$ cat config.mk
export PLATFORM = sky130hd
export DESIGN_NAME = data_fetch_unit
export DESIGN_NICKNAME = d
export VERILOG_FILES = /design/src/rtl/data_fetch_unit.sv
export SDC_FILE = /design/constraint.sdc
export NUM_CORES = 1
export LEC_CHECK = 0
export CAP_MARGIN = 20
export CORE_MARGIN = 4
export CORE_UTILIZATION = 30
export CTS_BUF_LIST = sky130_fd_sc_hd__clkbuf_4
export DETAILED_ROUTE_END_ITERATION = 12
export GPL_TIMING_DRIVEN = 1
export PLACE_DENSITY = 0.62
export SLEW_MARGIN = 20
export SYNTH_ARGS = -nofsm -noshare
export SYNTH_HDL_FRONTEND = slang
export SYNTH_SLANG_ARGS = --single-unit
$ cat constraint.sdc
create_clock -name CLK -period 34.7 [get_ports CLK]
set_clock_uncertainty 0.1 [all_clocks]
set_input_delay 6.94 -clock CLK [delete_from_list [all_inputs] [get_ports CLK]]
set_output_delay 6.94 -clock CLK [all_outputs]
set_load 0.005 [all_outputs]
$ cat src/rtl/data_fetch_unit.sv
`default_nettype none
// ============================================================================
// Module      : data_fetch_unit
// Description : Memory-side fetch/store engine for the CU_PE_Wrapper.
//               ADDR_START fetches 1, 2 or 4 words into the PE lanes (DATAIN).
//               WRADDR_START writes the selected PE results (DATAOUT) back to
//               memory. FETCH_DONE / STORE_DONE pulse when a transfer finishes.
// Ports       : CLK, RST (async, active-high), ADDR_RST (sync abort/clear)
//               ADDR_START / WRADDR_START, ADDRESS, PE_SEL, PE_SEL_2x2, PE_SEL_4
//               DATAOUT (lane-packed in), DATAIN (lane-packed out, lane 0 LSB)
//               FETCH_DONE, STORE_DONE, BUSY
//               MEM_ADDR, MEM_RDEN, MEM_RDATA (1-cycle latency), MEM_WREN,
//               MEM_WDATA
//               XFER_CNT (only when DFU_XFER_CNT_EN is defined)
// Config      : DFU_XFER_CNT_EN - adds saturating 16-bit word transfer counter
// Revision    : 1.0 - initial release
// ============================================================================
module data_fetch_unit #(
  parameter int DATA_W = 32,
  parameter int ADDR_W = 6
) (
  input  logic                CLK,
  input  logic                RST,
  input  logic                ADDR_START,
  input  logic                ADDR_RST,
  input  logic [3:0]          ADDRESS,
  input  logic [1:0]          PE_SEL,
  input  logic                PE_SEL_2x2,
  input  logic                PE_SEL_4,
  input  logic                WRADDR_START,
  input  logic [4*DATA_W-1:0] DATAOUT,
  output logic [4*DATA_W-1:0] DATAIN,
  output logic                FETCH_DONE,
  output logic                STORE_DONE,
  output logic                BUSY,
  output logic [ADDR_W-1:0]   MEM_ADDR,
  output logic                MEM_RDEN,
  input  logic [DATA_W-1:0]   MEM_RDATA,
  output logic                MEM_WREN,
  output logic [DATA_W-1:0]   MEM_WDATA
`ifdef DFU_XFER_CNT_EN
  ,
  output logic [15:0]         XFER_CNT
`endif
);

  typedef enum logic [1:0] {IDLE = 2'd0, READ = 2'd1, DRAIN = 2'd2, WRITE = 2'd3} state_t;

  state_t                   state, state_n;
  logic [1:0]               cnt, cnt_n;       // index of word currently issued
  logic [1:0]               base, base_n;     // first selected lane
  logic [1:0]               last, last_n;     // N-1
  logic [3:0]               row, row_n;
  logic [3:0][DATA_W-1:0]   snap, snap_n;     // DATAOUT snapshot for stores
  logic [3:0][DATA_W-1:0]   din, din_n;
  logic [ADDR_W-1:0]        maddr, maddr_n;
  logic                     rden, rden_n, wren, wren_n;
  logic [DATA_W-1:0]        wdat, wdat_n;
  logic                     fdone, fdone_n, sdone, sdone_n, busy, busy_n;
  // Read-return pipeline: MEM_RDATA for the word issued last cycle is
  // present this cycle, so its lane tag is delayed by one stage.
  logic                     pend, pend_n, plast, plast_n;
  logic [1:0]               plane, plane_n;

  logic [3:0][DATA_W-1:0]   dout_lanes;
  logic [1:0]               start_base, start_last, next_lane;

  assign dout_lanes = DATAOUT;
  assign start_last = PE_SEL_4 ? 2'd3 : (PE_SEL_2x2 ? 2'd1 : 2'd0);
  assign start_base = PE_SEL_4 ? 2'd0 : (PE_SEL_2x2 ? {PE_SEL[1], 1'b0} : PE_SEL);
  assign next_lane  = 2'(base + cnt + 2'd1);

  always_comb begin
    state_n = state;
    cnt_n   = cnt;
    base_n  = base;
    last_n  = last;
    row_n   = row;
    snap_n  = snap;
    din_n   = din;
    maddr_n = maddr;
    rden_n  = 1'b0;
    wren_n  = 1'b0;
    wdat_n  = wdat;
    fdone_n = 1'b0;
    sdone_n = 1'b0;
    pend_n  = 1'b0;
    plane_n = plane;
    plast_n = plast;

    if (pend) begin
      din_n[plane] = MEM_RDATA;
      if (plast) begin
        fdone_n = 1'b1;
        state_n = IDLE;
      end
    end

    case (state)
      IDLE: begin
        if (ADDR_START) begin
          state_n = READ;
          cnt_n   = 2'd0;
          base_n  = start_base;
          last_n  = start_last;
          row_n   = ADDRESS;
          rden_n  = 1'b1;
          maddr_n = ADDR_W'({ADDRESS, start_base});
          for (int i = 0; i < 4; i++) begin
            if (i < int'(start_base) || i > int'(start_base) + int'(start_last))
              din_n[i] = '0;
          end
        end else if (WRADDR_START) begin
          state_n = WRITE;
          cnt_n   = 2'd0;
          base_n  = start_base;
          last_n  = start_last;
          row_n   = ADDRESS;
          snap_n  = dout_lanes;
          wren_n  = 1'b1;
          maddr_n = ADDR_W'({ADDRESS, start_base});
          wdat_n  = dout_lanes[start_base];
        end
      end
      READ: begin
        pend_n  = 1'b1;
        plane_n = 2'(base + cnt);
        plast_n = (cnt == last);
        if (cnt == last) begin
          state_n = DRAIN;
        end else begin
          cnt_n   = cnt + 2'd1;
          rden_n  = 1'b1;
          maddr_n = ADDR_W'({row, next_lane});
        end
      end
      WRITE: begin
        if (cnt == last) begin
          state_n = IDLE;
          sdone_n = 1'b1;
        end else begin
          cnt_n   = cnt + 2'd1;
          wren_n  = 1'b1;
          maddr_n = ADDR_W'({row, next_lane});
          wdat_n  = snap[next_lane];
        end
      end
      default: ;  // DRAIN: waits for the final capture above
    endcase

    // Synchronous abort overrides everything, including in-flight captures.
    if (ADDR_RST) begin
      state_n = IDLE;
      din_n   = '0;
      rden_n  = 1'b0;
      wren_n  = 1'b0;
      fdone_n = 1'b0;
      sdone_n = 1'b0;
      pend_n  = 1'b0;
    end

    busy_n = (state_n != IDLE);
  end

  always_ff @(posedge CLK or posedge RST) begin
    if (RST) begin
      state <= IDLE;
      cnt   <= '0;
      base  <= '0;
      last  <= '0;
      row   <= '0;
      snap  <= '0;
      din   <= '0;
      maddr <= '0;
      rden  <= 1'b0;
      wren  <= 1'b0;
      wdat  <= '0;
      fdone <= 1'b0;
      sdone <= 1'b0;
      busy  <= 1'b0;
      pend  <= 1'b0;
      plane <= '0;
      plast <= 1'b0;
    end else begin
      state <= state_n;
      cnt   <= cnt_n;
      base  <= base_n;
      last  <= last_n;
      row   <= row_n;
      snap  <= snap_n;
      din   <= din_n;
      maddr <= maddr_n;
      rden  <= rden_n;
      wren  <= wren_n;
      wdat  <= wdat_n;
      fdone <= fdone_n;
      sdone <= sdone_n;
      busy  <= busy_n;
      pend  <= pend_n;
      plane <= plane_n;
      plast <= plast_n;
    end
  end

  assign DATAIN     = din;
  assign FETCH_DONE = fdone;
  assign STORE_DONE = sdone;
  assign BUSY       = busy;
  assign MEM_ADDR   = maddr;
  assign MEM_RDEN   = rden;
  assign MEM_WREN   = wren;
  assign MEM_WDATA  = wdat;

`ifdef DFU_XFER_CNT_EN
  // One count per word captured from memory or per write issued.
  logic [15:0] xcnt;
  logic        xinc;

  assign xinc = (pend & ~ADDR_RST) | wren_n;

  always_ff @(posedge CLK or posedge RST) begin
    if (RST)
      xcnt <= '0;
    else if (xinc && xcnt != 16'hFFFF)
      xcnt <= xcnt + 16'd1;
  end

  assign XFER_CNT = xcnt;
`endif

endmodule
`default_nettype wire
; ---- After elaboration in Yosys (flattened, before gate mapping)
; Cells that the tools add are included.
[word_totals]
ff_bits = 315
input_bits = 173
mem_bits_ro = 0
wordCells = 122
memories = 0
out_inout_bits = 171
latch_bits = 0
ram_bits = 0
[op_classes]
n_reduce_logical = 14
n_mux = 61
multipliers = 0
order_cmp = 11
n_shift = 0
bitwise_logic = 1
addsub = 4
div = 0
eq_ne = 8
[op_table]
columns = cell, n
row1 = two-way mux 128 bit, 4
row2 = two-way mux 32 bit, 10
row3 = binary-select mux 32 bit (select 2 bit), 2
row4 = bitwise mux 128 bit, 1
row5 = demux 32 bit (select 2 bit), 1
row6 = case mux 32 bit (2 select lines), 1
row7 = "> comparator 1 x 32 -> 1 bit, first input constant", 1
row8 = "> comparator 2 x 32 -> 1 bit, first input constant", 1
row9 = "> comparator 3 x 32 -> 1 bit, first input constant", 1
row10 = two-way mux 2 bit, 16
row11 = two-way mux 6 bit, 3
row12 = two-way mux 1 bit, 16
row13 = case mux 6 bit (2 select lines), 1
row14 = "less-than comparator 2 x 3 -> 1 bit, second input constant", 3
row15 = two-way mux 4 bit, 2
row16 = "!= test 2 bit, second input constant", 4
row17 = nonzero test 2 bit, 4
row18 = case mux 2 bit (3 select lines), 1
row19 = AND reduction 3 bit, 2
row20 = "adder 2 x 1 -> 2 bit, second input constant", 2
row21 = "less-than comparator 1 x 2 -> 1 bit, first input constant", 2
row22 = case mux 1 bit (2 select lines), 2
row23 = case mux 2 bit (2 select lines), 1
row24 = AND reduction 4 bit, 1
row25 = 15 further kinds, 17

; ---- Logic depth before layout (Yosys ltp)
; Gate-level depths: netlist (run 1).
[logic_depth]
word_depth = 10
depth_mapped = 10
ltp_nobuf = 7

; ---- Least setup slack after synthesis (run 1)
; Ideal clock, no wire load.
[synth_path]
path_type = input-to-reg
start = input port PE_SEL_4
end = register din, in the netlist DATAIN[34]
setup_time_ns = 0.136
path_slack_ns = 25.424
path_buffers = 3
t_required_ns = 34.464
stages = 10
t_arrival_ns = 9.040
cell_sequence = clkbuf_1 or3b_2 inv_2 buf_2 ha_1 ha_1 o31ai_1 a31o_2 clkbuf_1 a21oi_1
[synth_rtl]
columns = item, line
row1 = from (decl), 29  ; input logic PE_SEL_4,
row2 = to (signal assigned), 191  ; din <= din_n;
row3 = to (decl), 55  ; logic [3:0][DATA_W-1:0] din, din_n;

==> results of run 1 <==
==> layer usage <==
metal,track usage [%],share of wire (%)
met5,0,0.13
met4,6.88,2.5
met3,5.11,7.8
met2,30.6,46
met1,25.2,43
==> final cells by class <==
type                       count  share of cell area [%]
multi-input combinational   1133                    34.4
clock inverter                24                   0.703
inverter                      72                    1.32
timing repair buffer         366                    17.3
antenna                        5                  0.0596
sequential                   315                    37.5
clock buffer                 130                    4.65
tap                          688                    4.10
==> worst min path at each step <==
stage                  start  endpoint  slack (ns)  cells after the start
floorplan            base[0]   base[0]        0.35                      2
global placement     snap[9]   snap[9]        0.38                      2
detailed placement  snap[63]  snap[63]        0.39                      1
CTS                 snap[78]  snap[78]        0.40                      2
global route        snap[63]  snap[63]        0.42                      1
finish               snap[1]   snap[1]        0.40                      2
==> cell families (layout without fill, tap and decap cells) <==
logic type | Yosys count | count (layout) | share of synthesized area (%)
compound gates | 448 | 448 | 17.7
xor+xnor | 6 | 6 | 0.518
fa+ha+maj | 7 | 7 | 0.549
buf+inv | 225 | 592 | 5.86
flops | 315 | 315 | 49.5
mux | 115 | 115 | 8.70
other cells | 0 | 5 | 0
simple gates | 557 | 557 | 17.2
==> state kept, by name, indices dropped and copies added, names as in the netlist <==
| register | cells |
|---|---|
| BUSY | 1 |
| DATAIN | 128 |
| FETCH_DONE | 1 |
| MEM_ADDR | 6 |
| MEM_RDEN | 1 |
| MEM_WDATA | 32 |
| MEM_WREN | 1 |
| STORE_DONE | 1 |
| base | 2 |
| cnt | 2 |
| last | 2 |
| pend | 1 |
| plane | 2 |
| plast | 1 |
| row | 4 |
| snap | 128 |
| state | 2 |
==> through the flow <==
stage	hold WS (ns)	instance area (um^2)	cells	worst slack (ns)	total power, mW
floorplan	0.354	15900	1673	18.95	0.908
global placement	0.377	19800	2572	24.09	1.09
detailed placement	0.388	19800	2572	24.02	1.11
CTS	0.402	20900	2726	24.90	1.47
global route	0.418	21000	2731	24.68	1.55
finish	0.403	21000	2733	24.81	1.46
==> cells in the mapped netlist (28+ instances only) <==
cell type    n
clkbuf_1   110
inv_1       71
mux2_4      28
nor3b_1     65
o32ai_1     31
a211oi_1    63
nand2_1    364
a21oi_1    165
nor2_1      42
o21ai_0    101
buf_2       29
o2111ai_1   31
mux2_2      76
dfrtp_1    315
nand3b_1    35
o211ai_1    35
==> critical path, delay by kind of cell <==
family                   cells  cell delay [ns]
adder cells (fa/ha/maj)      2             0.53
AND/OR/NAND/NOR              1             0.56
AO/OA/AOI/OAI                3             0.96
buffers and inverters        3             1.36
==> where the power goes <==
part | internal [mW] | switching [mW]
clock | 0.185 | 0.168
sequential | 0.479 | 0.0766
combinational | 0.270 | 0.279
==> results_dict.tcl, run 1 <==
set metrics [dict create \
    grtUsageTotal_pct 19.2 \
    final_util_pct 40.0 \
    drtPass1Iterations 5 \
    crit_path_end "DATAIN[38]" \
    grt_pass1_vias 14400 \
    die_h_um 239 \
    multi_input_area_mm2 0.00721 \
    min_path_type "flip-flop to flip-flop" \
    r2r-end "MEM_WDATA[31]" \
    synth_top_area_cell "dfrtp_1" \
    setup_viol 0 \
    pin_count 344 \
    endpoint_kind "flip-flop" \
    fillers 5178 \
    synthesis.area_mm2 0.0159 \
    htree_levels 3 \
    die_area_mm2 0.0569 \
    cpMaxStageDelayCell "inv_2" \
    start_kind "input port" \
    area_delta_synth_final_pct 31.8 \
    grt_pass1_wl_um 85700 \
    viasPerCell 5.23 \
    cts-root-buf "clkbuf_4" \
    vdd_drop_max_mv 0.0357 \
    syn_nets 1853 \
    seq_area_mm2 0.00788 \
    reg2regPathDepth 7 \
    clock_latency_ns 0.83 \
    clkTransAtPathRegs_ns 0.06 \
    dp.final_hpwl_um 35800 \
    layout_commonest_cell "nand2_1" \
    async_flop_share_pct 100 \
    num_vias 14300 \
    std_cell_rows 84 \
    place.port_buffers 343 \
    critical_path.cell_chain "buf_2 > buf_4 > or3b_2 > inv_2 > ha_1 > ha_1 > o31ai_1 > a31o_2 > a21oi_1" \
    period_needed_ns 9.89 \
    post_drt_wl_per_cell_um 20.6 \
    period_share_pct 28.5 \
    start_util_pct 30.3 \
    numClockSinks 315 \
    synth_cell_types 49 \
    finalSetupTns_ns 0 \
    num-nets-final 2158 \
    ant_nets 0 \
    finalHoldViolCount 0 \
    critPathMaxFanout 65 \
    p_leak_nw 8.43 \
    rsz0062_at_grt "false" \
    yosys_warnings 0 \
    core_mm2 0.0526 \
    post_cts_buffers 0 \
    slew_headroom_pct 24.5 \
    cts_tree "built" \
    status "finished, final reports clean" \
    clockBufferDepth 3 \
    cts_hold_buf 0 \
    p_per_area_mw_per_mm2 69.4 \
    cts_buffers 90 \
    drc 0 \
    grt_overflow 0 \
    tightest_slew_ns 1.13 \
    synth-edff-count 0 \
    cpMostUsedCell "ha_1" \
    final_max_slew_viol_count 0 \
    worstPathRequired_ns 35.23 \
    die_w_um 239 \
    crit_path_max_incr_delay_ns 0.71 \
    synth.area.top_cells "dfrtp_1 (49%), nand2_1 (8.6%), mux2_2 (5.4%)" \
    layout_common_cells "nand2_1 (364), clkdlybuf4s50_1 (340), dfrtp_1 (315)" \
    drv_cap 0 \
    gp_congestion 0.834 \
    drive_gt1_share_pct 14.6 \
    startpoint "PE_SEL[0]" \
    ys_seq_elements 315 \
    grt_start_max_net_pins 110 \
    wl_um 56300 \
    yosysTopAreaCellShare_pct 49.5 \
    synth.avg_cell_area_um2 9.53 \
    synthCells 1673 \
    drt_iter0_markers 802 \
    arrival_ns 10.42 \
    fmax_ghz 0.101 \
    worstSetupPathType "input port to flip-flop" \
    synth_flop_cell "dfrtp_1" \
    timing.rr.start "cnt[0]" \
    antenna_found_initial 12 \
    rrSetupSlack_ns 31.53 \
    ys_seq_area_share_pct 49.5 \
    cts-resized-gates 0 \
]
Power figures use the tool's default switching activity.
==> run 2: changes to the inputs <==
PLACE_DENSITY = 0.64   (was 0.62)
clock period = 8.7 ns   (was 34.7 ns; I/O delays follow)
==> run 2 against run 1 <==
Hold slack worse by 0.0091 ns; setup slack worse by 21 ns; sequential power rose to 4.0 times the previous value.
==> results_dict.tcl, run 2 (synthesized netlist as in run 1, its figures left out) <==
set metrics [dict create \
    status "finished, final reports clean" \
    rsz0062_at_grt "false" \
    worstSetupPathType "input port to flip-flop" \
    grt_overflow 0 \
    worst-path-stages 9 \
    numClockSinks 315 \
    area_delta_synth_final_pct 31.7 \
    cts_buffers 91 \
    post_drt_wl_per_cell_um 20.2 \
    num-nets-final 2160 \
    start_util_pct 30.3 \
    finalSetupTns_ns 0 \
    path_delay_family "buffers and inverters" \
    cts-root-buf "clkbuf_4" \
    period_share_pct 54.3 \
    drt_iter0_markers 970 \
    layout_common_cells "nand2_1 (364), clkdlybuf4s50_1 (340), dfrtp_1 (315)" \
    clkTransAtPathRegs_ns 0.06 \
    arrival_ns 5.22 \
    clock_latency_ns 0.79 \
    final_max_slew_viol_count 0 \
    post_cts_buffers 0 \
    gp_congestion 0.829 \
    critPathMaxFanout 65 \
    final_cells 2736 \
    finalHoldViolCount 0 \
    num_vias 14300 \
    pin_count 344 \
    grtUsageTotal_pct 18.9 \
    cpMaxStageDelayCell "inv_2" \
    grt_pass1_vias 14500 \
    cts-resized-gates 0 \
    p_leak_nw 8.45 \
    slew_headroom_pct 26.2 \
    drtPass1Iterations 6 \
    cts_tree "built" \
    start_kind "input port" \
    worst-path-buf-inv 3 \
    die_w_um 239 \
    totalPowerFinal_mw 5.81 \
    cpMostUsedCell "ha_1" \
    place.port_buffers 343 \
    core_mm2 0.0526 \
    drv_cap 0 \
    min_path_type "flip-flop to flip-flop" \
    dp.cells 2575 \
    vdd_drop_max_mv 0.216 \
    reg2regPathDepth 8 \
    ant_nets 0 \
    drc 0 \
    grt_pass1_wl_um 84500 \
    clockBufferDepth 3 \
    dp.final_hpwl_um 35400 \
    critical_path.cell_chain "buf_2 > buf_4 > or3b_2 > inv_2 > ha_1 > ha_1 > o31ai_1 > a31o_2 > a21oi_1" \
    grt_start_max_net_pins 196 \
    worstPathRequired_ns 9.20 \
    fmax_ghz 0.212 \
    die_h_um 239 \
    p_per_area_mw_per_mm2 276 \
    hold_depth 2 \
    cts_hold_buf 0 \
    tightest_slew_ns 1.11 \
    htree_levels 3 \
    period_needed_ns 4.72 \
    viasPerCell 5.23 \
    endpoint_kind "flip-flop" \
    antenna_found_initial 4 \
    die_area_mm2 0.0569 \
    std_cell_rows 84 \
    layout_commonest_cell "nand2_1" \
    drive_gt1_share_pct 14.9 \
    crit_path_max_incr_delay_ns 0.69 \
    setup_viol 0 \
    wl_um 55300 \
]
## run 2: changes by cell type in the layout (fill, tap and decap cells not counted), sizes merged
cell	previous run	this run
bufinv	2	1
clkinv	19	18
buf	26	27
diode	5	1
clkinvlp	1	2
clkbuf	130	137
## run 2: routing by layer
layer | vias up | wire length, um | track usage (%)
met2 | 636 | 26500 | 31.1
li1 | 6547 | - | -
met5 | - | 13 | 0
met4 | 2 | 1440 | 6.93
met3 | 114 | 4480 | 4.94
met1 | 6997 | 22900 | 24.1
## run 2: area by class of cell
type | instances | area, um^2
fillers | 5210 | 31600
flip-flops and latches | 315 | 7880
multi-input cells | 1133 | 7200
repair buffers | 367 | 3630
clock buffers | 137 | 1030
well taps | 688 | 861
inverters | 72 | 274
clock inverters | 23 | 120
diodes | 1 | 2.50
## run 2: final timing paths
check | from | endpoint | slack, ns
min in group asynchronous | RST | DATAIN[26] | 1.43
max in group asynchronous | RST | MEM_WDATA[5] | 5.65
max reg2reg | state[0] | MEM_WDATA[0] | 5.48
min | snap[4] | snap[4] | 0.39
min reg2reg | snap[4] | snap[4] | 0.39
max | PE_SEL[0] | DATAIN[36] | 3.98
## run 2: per-stage QoR
step | cell area (um^2) | hold slack, ns | setup slack, ns | util (%)
after floorplan | 15900 | 0.354 | 2.66 | -
after global placement | 19800 | 0.377 | 3.27 | 37.8
after detailed placement | 19800 | 0.388 | 3.20 | 37.8
after CTS | 21000 | 0.400 | 4.09 | 39.9
after global routing | 21000 | 0.422 | 3.85 | 40.0
final | 21000 | 0.394 | 3.98 | 40.0
## run 2: worst reg2reg max path: stages (launching register included)
cell	delay (ns)
dfrtp_1	0.52
inv_1	0.12
ha_1	0.36
nand3b_1	0.19
buf_12	0.48
a32o_2	0.27
buf_4	0.62
a211oi_1	0.19
a211oi_1	0.29
## run 2: power by group
| group | leakage (nW) | internal, mW | switching (mW) | total [mW] |
|---|---|---|---|---|
| combinational | 3.74 | 1.07 | 1.12 | 2.19 |
| sequential | 4.01 | 1.91 | 0.308 | 2.22 |
| clock | 0.693 | 0.744 | 0.650 | 1.39 |
==> run 3: changes to the inputs <==
clock period = 3.9 ns   (was 8.7 ns; I/O delays follow)
==> run 3 against run 2 <==
Utilization up 0.74 points; power up 130%; setup slack worse by 2.8 ns; design area up 1.8%; count of clock-buffer cells in the layout down 6; flip-flop and latch count unchanged; wire length up 0.27%; critical path depth down 8; first-iteration DRC count down 17%; critical endpoint is now MEM_WDATA[2].
==> results_dict.tcl, run 3 (synthesized netlist as in run 1, its figures left out) <==
set metrics [dict create \
    status "finished, final reports clean" \
    min_path_type "input port to flip-flop" \
    std_cell_rows 84 \
    numClockSinks 315 \
    drv_cap 0 \
    viasPerCell 5.19 \
    crit_path_max_incr_delay_ns 0.68 \
    wl_um 55500 \
    period_share_pct 69.6 \
    clock_latency_ns 0.79 \
    cts_buffers 90 \
    final_max_slew_viol_count 0 \
    arrival_ns 1.83 \
    grt_start_max_net_pins 156 \
    p_int_mw 8.68 \
    num-nets-final 2181 \
    final_cells 2760 \
    grt_overflow 0 \
    swShare_pct 34.8 \
    rsz0062_at_grt "false" \
    switchingPower_mw 4.64 \
    cts_tree "built" \
    seq_power_share_pct 37.3 \
    clockBufferDepth 3 \
    design_area_mm2 0.0214 \
    period_needed_ns 2.71 \
    worst-path-buf-inv 1 \
    worstSetupPathType "flip-flop to primary output" \
    core_mm2 0.0526 \
    grt_pass1_vias 14700 \
    clkTransAtPathRegs_ns 0.07 \
    post_cts_buffers 0 \
    path_delay_family "buffers and inverters" \
    cpMaxStageDelayCell "clkdlybuf4s50_1" \
    htree_levels 3 \
    critPathMaxFanout 2 \
    vdd_drop_max_mv 0.493 \
    pin_count 344 \
    die_w_um 239 \
    endpoint_kind "primary output" \
    cts-resized-gates 0 \
    cts-root-buf "clkbuf_4" \
    layout_common_cells "nand2_1 (364), clkdlybuf4s50_1 (340), dfrtp_1 (315)" \
    start_kind "flip-flop" \
    drt_iter0_markers 801 \
    p_leak_nw 8.64 \
    drtPass1Iterations 6 \
    layout_commonest_cell "nand2_1" \
    num_vias 14300 \
    start_util_pct 30.3 \
    clkPwrFrac_pct 25.6 \
    drive_gt1_share_pct 15.6 \
    drc 0 \
    post_drt_wl_per_cell_um 20.1 \
    area_delta_synth_final_pct 34.2 \
    die_h_um 239 \
    ant_nets 0 \
    tightest_slew_ns 1.14 \
    antenna_found_initial 6 \
    dpl-instance-area_mm2 0.0201 \
    worstPathRequired_ns 3.02 \
    slew_headroom_pct 24.0 \
    setup_viol 0 \
    cts_hold_buf 0 \
    die_area_mm2 0.0569 \
    critical_path.cell_chain "clkdlybuf4s50_1" \
    dp.cells 2597 \
    comb_power_share_pct 37.2 \
    fmax_ghz 0.368 \
    place.port_buffers 343 \
    grtUsageTotal_pct 18.9 \
    p_per_area_mw_per_mm2 623 \
    dp.final_hpwl_um 36900 \
    gp_congestion 0.813 \
    finalHoldViolCount 0 \
    grt_pass1_wl_um 84900 \
]
==> run 3: cell types whose count changed in the layout (fill, tap and decap cells not counted), sizes merged <==
cell	before	now
inv	74	71
diode	1	2
clkbuf	137	131
clkinv	18	24
buf	27	49
bufinv	1	6
clkinvlp	2	1
==> run 3: metrics by stage <==
step / setup slack, ns / setup TNS, ns / util (%) / total power [mW] / hold slack, ns
after global routing: 1.03 / 0 / 40.7 / 14.2 / 0.266
after global placement: 0.788 / 0 / 38.3 / 9.82 / 0.376
after CTS: 1.01 / 0 / 40.7 / 13.5 / 0.216
final: 1.19 / 0 / 40.7 / 13.3 / 0.345
after floorplan: -1.18 / -370.71 / - / 8.08 / 0.354
after detailed placement: 0.748 / 0 / 38.3 / 9.98 / 0.386
==> run 3: metal layers <==
layer | GRT usage (%) | vias up | routed length [um]
met1 | 24.8 | 6998 | 23500
met3 | 4.14 | 96 | 4310
met2 | 31.1 | 629 | 26300
met5 | 0 | - | 47
li1 | - | 6582 | -
met4 | 6.60 | 6 | 1320
==> run 3: worst paths after layout <==
kind / endpoint / start / cells past startpoint / slack, ns
worst max-delay path: MEM_WDATA[2] / MEM_WDATA[2] / 1 / 1.19
max in group asynchronous: DATAIN[108] / RST / 3 / 2.47
worst max register to register: MEM_WDATA[27] / state[0] / 7 / 1.25
worst min-delay path: last[1] / PE_SEL_4 / 2 / 0.35
worst min register to register: snap[3] / snap[3] / 2 / 0.40
min in group asynchronous: snap[31] / RST / 2 / 0.45
==> run 3: cell type report <==
| type | count | area (um^2) |
|---|---|---|
| Inverter | 72 | 274 |
| Multi-Input combinational cell | 1133 | 7200 |
| Sequential cell | 315 | 7880 |
| Fill cell | 5204 | 31200 |
| Antenna cell | 2 | 5.00 |
| Clock inverter | 30 | 279 |
| Timing Repair Buffer | 389 | 3900 |
| Clock buffer | 131 | 983 |
| Tap cell | 688 | 861 |
==> run 3: power by group through the flow <==
stage | sequential [mW] | clock, mW | combinational [mW]
after floorplan | 4.80 | 0 | 3.28
after global placement | 4.94 | 0 | 4.87
after detailed placement | 5.01 | 0 | 4.98
after CTS | 4.95 | 3.53 | 5.00
after global routing | 5.08 | 3.71 | 5.39
final | 4.96 | 3.40 | 4.95
